==> config.mk <==
export PLATFORM = sky130hd
export DESIGN_NAME = fwd_stall_ctrl
export DESIGN_NICKNAME = d
export VERILOG_FILES = /design/src/rtl/fwd_stall_ctrl.sv
export SDC_FILE = /design/constraint.sdc
export NUM_CORES = 1
export LEC_CHECK = 0
export ABC_AREA = 1
export CORE_AREA = 2 2 134 136
export CTS_BUF_LIST = sky130_fd_sc_hd__clkbuf_4
export CTS_CLUSTER_DIAMETER = 100
export CTS_CLUSTER_SIZE = 8
export DETAILED_ROUTE_END_ITERATION = 16
export DIE_AREA = 0 0 136 138
export PLACE_DENSITY = 0.77
export SLEW_MARGIN = 20
export SYNTH_ARGS = -nofsm -noshare
export SYNTH_HDL_FRONTEND = slang
export SYNTH_SLANG_ARGS = --single-unit
==> constraint.sdc <==
create_clock -name clk -period 1.8 [get_ports clk]
set_clock_uncertainty 0.05 [all_clocks]
set_input_delay 0.27 -clock clk [delete_from_list [all_inputs] [get_ports clk]]
set_output_delay 0.27 -clock clk [all_outputs]
set_load 0.005 [all_outputs]
==> src/rtl/fwd_stall_ctrl.sv <==
// Operand forwarding from EXE/ACC and load-use stall control for the rv32 decode stage.
// Forwarding and first stall cycle are combinational; HOLD extends the stall to LOAD_LAT cycles.
module fwd_stall_ctrl #(
  parameter int XLEN     = 32,
  parameter int LOAD_LAT = 1,
  parameter int CNT_W    = 16
) (
  input  logic             clk,
  input  logic             rst,
  input  logic [31:0]      instr_de,
  input  logic             de_valid,
  input  logic [31:0]      instr_exe,
  input  logic             exe_valid,
  input  logic [XLEN-1:0]  alu_out_exe,
  input  logic [XLEN-1:0]  pc_exe,
  input  logic [31:0]      instr_acc,
  input  logic             acc_valid,
  input  logic [XLEN-1:0]  alu_out_acc,
  input  logic [XLEN-1:0]  dmem_out_acc,
  input  logic [XLEN-1:0]  pc_4_acc,
  output logic             stall,
  output logic             hazard_a,
  output logic             hazard_b,
  output logic [XLEN-1:0]  data_a_mgr,
  output logic [XLEN-1:0]  data_b_mgr,
  output logic [CNT_W-1:0] stall_cnt
);

  typedef enum logic [1:0] {W_NONE, W_ALU, W_LINK, W_LOAD} wr_t;
  typedef enum logic {IDLE, HOLD} state_t;

  localparam logic [1:0] HOLD_INIT = 2'(LOAD_LAT - 1);

  function automatic wr_t classify(input logic [6:0] op);
    case (op)
      7'b0110111, 7'b0010111, 7'b0010011, 7'b0110011: classify = W_ALU;
      7'b1101111, 7'b1100111:                         classify = W_LINK;
      7'b0000011:                                     classify = W_LOAD;
      default:                                        classify = W_NONE;
    endcase
  endfunction

  logic [4:0]      rs1, rs2, rd_exe, rd_acc;
  wr_t             kind_exe, kind_acc;
  logic            exe_wr, acc_wr, exe_a, exe_b, acc_a, acc_b, exe_load, load_use;
  logic [XLEN-1:0] exe_val, acc_val;
  state_t          state, state_nxt;
  logic [1:0]      cnt, cnt_nxt;
  logic            unused_bits;

  assign rs1      = instr_de[19:15];
  assign rs2      = instr_de[24:20];
  assign rd_exe   = instr_exe[11:7];
  assign rd_acc   = instr_acc[11:7];
  assign kind_exe = classify(instr_exe[6:0]);
  assign kind_acc = classify(instr_acc[6:0]);

  assign exe_wr   = de_valid && exe_valid && (kind_exe != W_NONE) && (rd_exe != 5'd0);
  assign acc_wr   = de_valid && acc_valid && (kind_acc != W_NONE) && (rd_acc != 5'd0);
  assign exe_a    = exe_wr && (rd_exe == rs1);
  assign exe_b    = exe_wr && (rd_exe == rs2);
  assign acc_a    = acc_wr && (rd_acc == rs1);
  assign acc_b    = acc_wr && (rd_acc == rs2);
  assign exe_load = (kind_exe == W_LOAD);
  assign load_use = (exe_a || exe_b) && exe_load;

  assign exe_val  = (kind_exe == W_LINK) ? pc_exe + XLEN'(4) : alu_out_exe;

  always_comb begin
    acc_val = alu_out_acc;
    case (kind_acc)
      W_LINK:  acc_val = pc_4_acc;
      W_LOAD:  acc_val = dmem_out_acc;
      default: acc_val = alu_out_acc;
    endcase
  end

  // An EXE load match blocks the operand entirely, so an older ACC value cannot leak through.
  always_comb begin
    hazard_a   = 1'b0;
    hazard_b   = 1'b0;
    data_a_mgr = '0;
    data_b_mgr = '0;
    if (!rst) begin
      if (exe_a) begin
        if (!exe_load) begin
          hazard_a   = 1'b1;
          data_a_mgr = exe_val;
        end
      end else if (acc_a) begin
        hazard_a   = 1'b1;
        data_a_mgr = acc_val;
      end
      if (exe_b) begin
        if (!exe_load) begin
          hazard_b   = 1'b1;
          data_b_mgr = exe_val;
        end
      end else if (acc_b) begin
        hazard_b   = 1'b1;
        data_b_mgr = acc_val;
      end
    end
  end

  always_ff @(posedge clk) begin
    if (rst) begin
      state <= IDLE;
      cnt   <= 2'd0;
    end else begin
      state <= state_nxt;
      cnt   <= cnt_nxt;
    end
  end

  always_comb begin
    state_nxt = state;
    cnt_nxt   = cnt;
    stall     = 1'b0;
    case (state)
      IDLE: begin
        stall = load_use;
        if (load_use && (LOAD_LAT > 1)) begin
          state_nxt = HOLD;
          cnt_nxt   = HOLD_INIT;
        end
      end
      HOLD: begin
        stall   = 1'b1;
        cnt_nxt = cnt - 2'd1;
        if (cnt == 2'd1) state_nxt = IDLE;
      end
      default: state_nxt = IDLE;
    endcase
    if (rst) stall = 1'b0;
  end

  always_ff @(posedge clk) begin
    if (rst)
      stall_cnt <= '0;
    else if (stall && (stall_cnt != {CNT_W{1'b1}}))
      stall_cnt <= stall_cnt + CNT_W'(1);
  end

  assign unused_bits = ^{instr_de[31:25], instr_de[14:0], instr_exe[31:12], instr_acc[31:12]};

endmodule

==> out/results.tsv <==
metric	value	unit
hold_end	cnt[1]	
path_clk_slew	120	ps
diodes	0	
overflow	0	
place.gp.congestion	0.953	
start_util	0.253	
worst_slack	-381	ps
area_growth	149	%
async_reset_ff_frac	0	
ys_seq_area_frac	0.0857	
ys_seq_elements	19	
synth_top_cells_by_area	nand2_1 17%, nor2_1 12%, dfxtp_1 8.6%, a21oi_1 6.4%, o221ai_1 6.3%	
cpMaxStageDelayCell	nor3_4	
die_h	138	um
post_dp_cell_area	0.00840	mm2
hold_viol_final	0	
cp-start-kind	input pin	
cp_cell_sequence	buf_2, buf_6, xor2_2, nor3_4, nand3_4, a21oi_4, buf_6, buf_16, nand2_4, nor2_4, buf_6	
cts_sinks	19	
synth-edff-count	0	
r2r_end	stall_cnt[13]	
rr_startpoint	stall_cnt[1]	
synth_top_flop_cell	dfxtp_1	
worst_hold_path_type	flop to flop	
synth_nets	1070	
dpl.hpwl	19400	um
whs_path_depth	2	
arrival	1860	ps
vias	7899	
path_buf_inv	5	
ys_types	42	
cts_hold_buffers	0	
cts_root_buf	clkbuf_4	
maxSlewHeadroom	0.624	
cts_buffers	3	
cts_tree	yes	
hold_start	cnt[1]	
htree_num_levels	1	
grt_usage	0.283	
status	finished, violations left	
clk-insertion-delay-late	310	ps
final_nets	1536	
timing.fmax	459	MHz
std_cell_rows	49	
routedWlPerCell	19.8	um
drt_iter0_markers	514	
grt_pass1_vias	7571	
drive_gt1_frac	0.515	
p_total	1.97	mW
antenna_found_initial	0	
ios	344	
tightest_slew	564	ps
min_period	2180	ps
grt_max_degree	29	
rsz0062_at_grt	true	
grt_pass1_wl	41900	um
r2r_cells	9	
max_stage_delay	270	ps
path_max_fanout	5	
endpoint_kind	primary output	
antenna_left	0	
cp_top_family	buffers and inverters	
postLayoutCellArea	0.0111	mm2
netlist.area_leader.share	0.173	
clock_path_buffers	2	
critPathMostFrequentCell	buf_6	
vias_per_cell	5.27	
drc	0	
dieWidth	136	um
ir_drop	0.273	mV
p_leak	4.90	nW
path_class	input pin to primary output	
finalSetupViolCount	67	
core-area	0.0175	mm2
ys_warn_count	0	
dieArea	0.0188	mm2
routed_wl	29700	um
avgSynthCellArea	5.51	um2
period_share	1.21	
syn_area	0.00444	mm2
cap_violations	0	
syn_inst	806	
slew_violations	0	
port_buffers	281	
drt_pass1_iterations	8	
powerDensity	178	mW/mm2
failed_checks	negative setup slack	
yosys.area.top_type	nand2_1	
rrSetupSlack	110	ps
critical_path_required	1480	ps
==> per-layer routing <==
layer	track usage	routed length (um)	up-vias
met5	0	0	-
met4	0.115	1740	0
met3	0.0601	2710	94
met2	0.512	14600	451
met1	0.317	10700	3686
li1	-	-	3668
==> cells by family (layout without fill, tap and decap cells) <==
| family | Yosys count | in the layout | synth area share |
|---|---|---|---|
| flip-flops | 19 | 19 | 0.0857 |
| AND/OR/NAND/NOR | 494 | 495 | 0.504 |
| adder cells (fa/ha/maj) | 3 | 3 | 0.00845 |
| AO/OA/AOI/OAI | 146 | 146 | 0.218 |
| XOR/XNOR | 37 | 37 | 0.0730 |
| buffers and inverters | 107 | 571 | 0.111 |
==> what timing repair did <==
item | CTS | global route
gates resized for setup | 827 | 177
buffers inserted | 67 | 16
cloned | 18 | 4
setup endpoints to repair | 83 | 82
pin swaps | 150 | 100
==> worst register-to-register path, delay by kind of cell, from the launching register on <==
family                   cells  cell delay, ps
adder cells (fa/ha/maj)      1             190
buffers and inverters        1             210
AND/OR/NAND/NOR              6             680
AO/OA/AOI/OAI                1              70
flip-flops                   1             390
==> final cells by class <==
| class | instances | area (um2) |
|---|---|---|
| Timing Repair inverter | 2 | 13.8 |
| Inverter | 59 | 263 |
| Timing Repair Buffer | 506 | 4890 |
| Tap cell | 229 | 287 |
| Multi-Input combinational cell | 681 | 5190 |
| Clock inverter | 1 | 5.00 |
| Fill cell | 1442 | 6480 |
| Clock buffer | 3 | 22.5 |
| Sequential cell | 19 | 380 |
==> power breakdown <==
part / switching (mW) / leakage, nW / total [mW] / internal (mW)
Combinational: 0.611 / 4.73 / 1.32 / 0.705
Clock: 0.145 / 0.0177 / 0.228 / 0.0832
Sequential: 0.0000000823 / 0.153 / 0.420 / 0.420
==> cells in the final DEF, fill, tap and decap left out, types with 6 or more instances in the layout <==
cell and n:
nor2_4 31, buf_16 13, dfxtp_1 19, buf_12 20
o21ai_2 6, o221ai_4 12, o21a_1 19, nor3_4 9
o221ai_2 19, nand3_2 16, nand3b_1 35, a21oi_2 28
nand2_4 25, a21oi_4 10, buf_4 133, a21oi_1 21
buf_8 11, nor3_1 6, nor2_2 27, o21ai_0 6
nand3_1 22, nand4_1 22, clkdlybuf4s15_2 7, buf_2 92
xnor2_1 15, buf_6 61, nand3_4 10, xor2_1 15
clkdlybuf4s50_1 151, nor2_1 94, inv_2 13, nand2_2 62
nand2_1 121, inv_1 38
==> how the worst max path moves through the flow <==
| stage | startpoint | end | depth (start not counted) |
|---|---|---|---|
| 2_1_floorplan | pc_exe[2] | data_a_mgr[24] | 11 |
| 3_3_place_gp | instr_acc[8] | data_b_mgr[24] | 11 |
| 3_5_place_dp | instr_acc[8] | data_b_mgr[24] | 11 |
| 4_1_cts | instr_exe[6] | data_b_mgr[7] | 15 |
| 5_1_grt | pc_exe[6] | data_b_mgr[8] | 15 |
| 6_report | instr_acc[11] | data_b_mgr[22] | 11 |
==> cells in the mapped netlist (all sizes together) (2+ instances only) <==
cell and n:
nand3 47, nand2 210, o211ai 3, inv 59, a21oi 59, o21ai 18, dfxtp 19, o211a 5
nand4 23, buf 39, o221ai 32, o21bai 2, a31oi 3, nor2 152, ha 3, or2 6
xor2 18, o21a 19, a211oi 2, nand3b 35, xnor2 19, nor3 20, clkbuf 9
==> stage by stage <==
step	utilization	worst slack (ps)	hold slack, ps	setup TNS [ps]	std cells
final	0.630	-381	426	-20480	1500
after global routing	0.630	-465	442	-26290	1500
after CTS	0.587	-382	424	-20290	1484
after detailed placement	0.479	-1320	407	-86990	1398
after global placement	0.479	-1300	396	-85670	1398
after floorplan	-	58.3	388	0	806
==> flip-flops by register name, summed over array words and instances, names as in the netlist <==
register / flops
stall_cnt: 16
state: 1
cnt: 2
(Power assumes the default switching activity.)
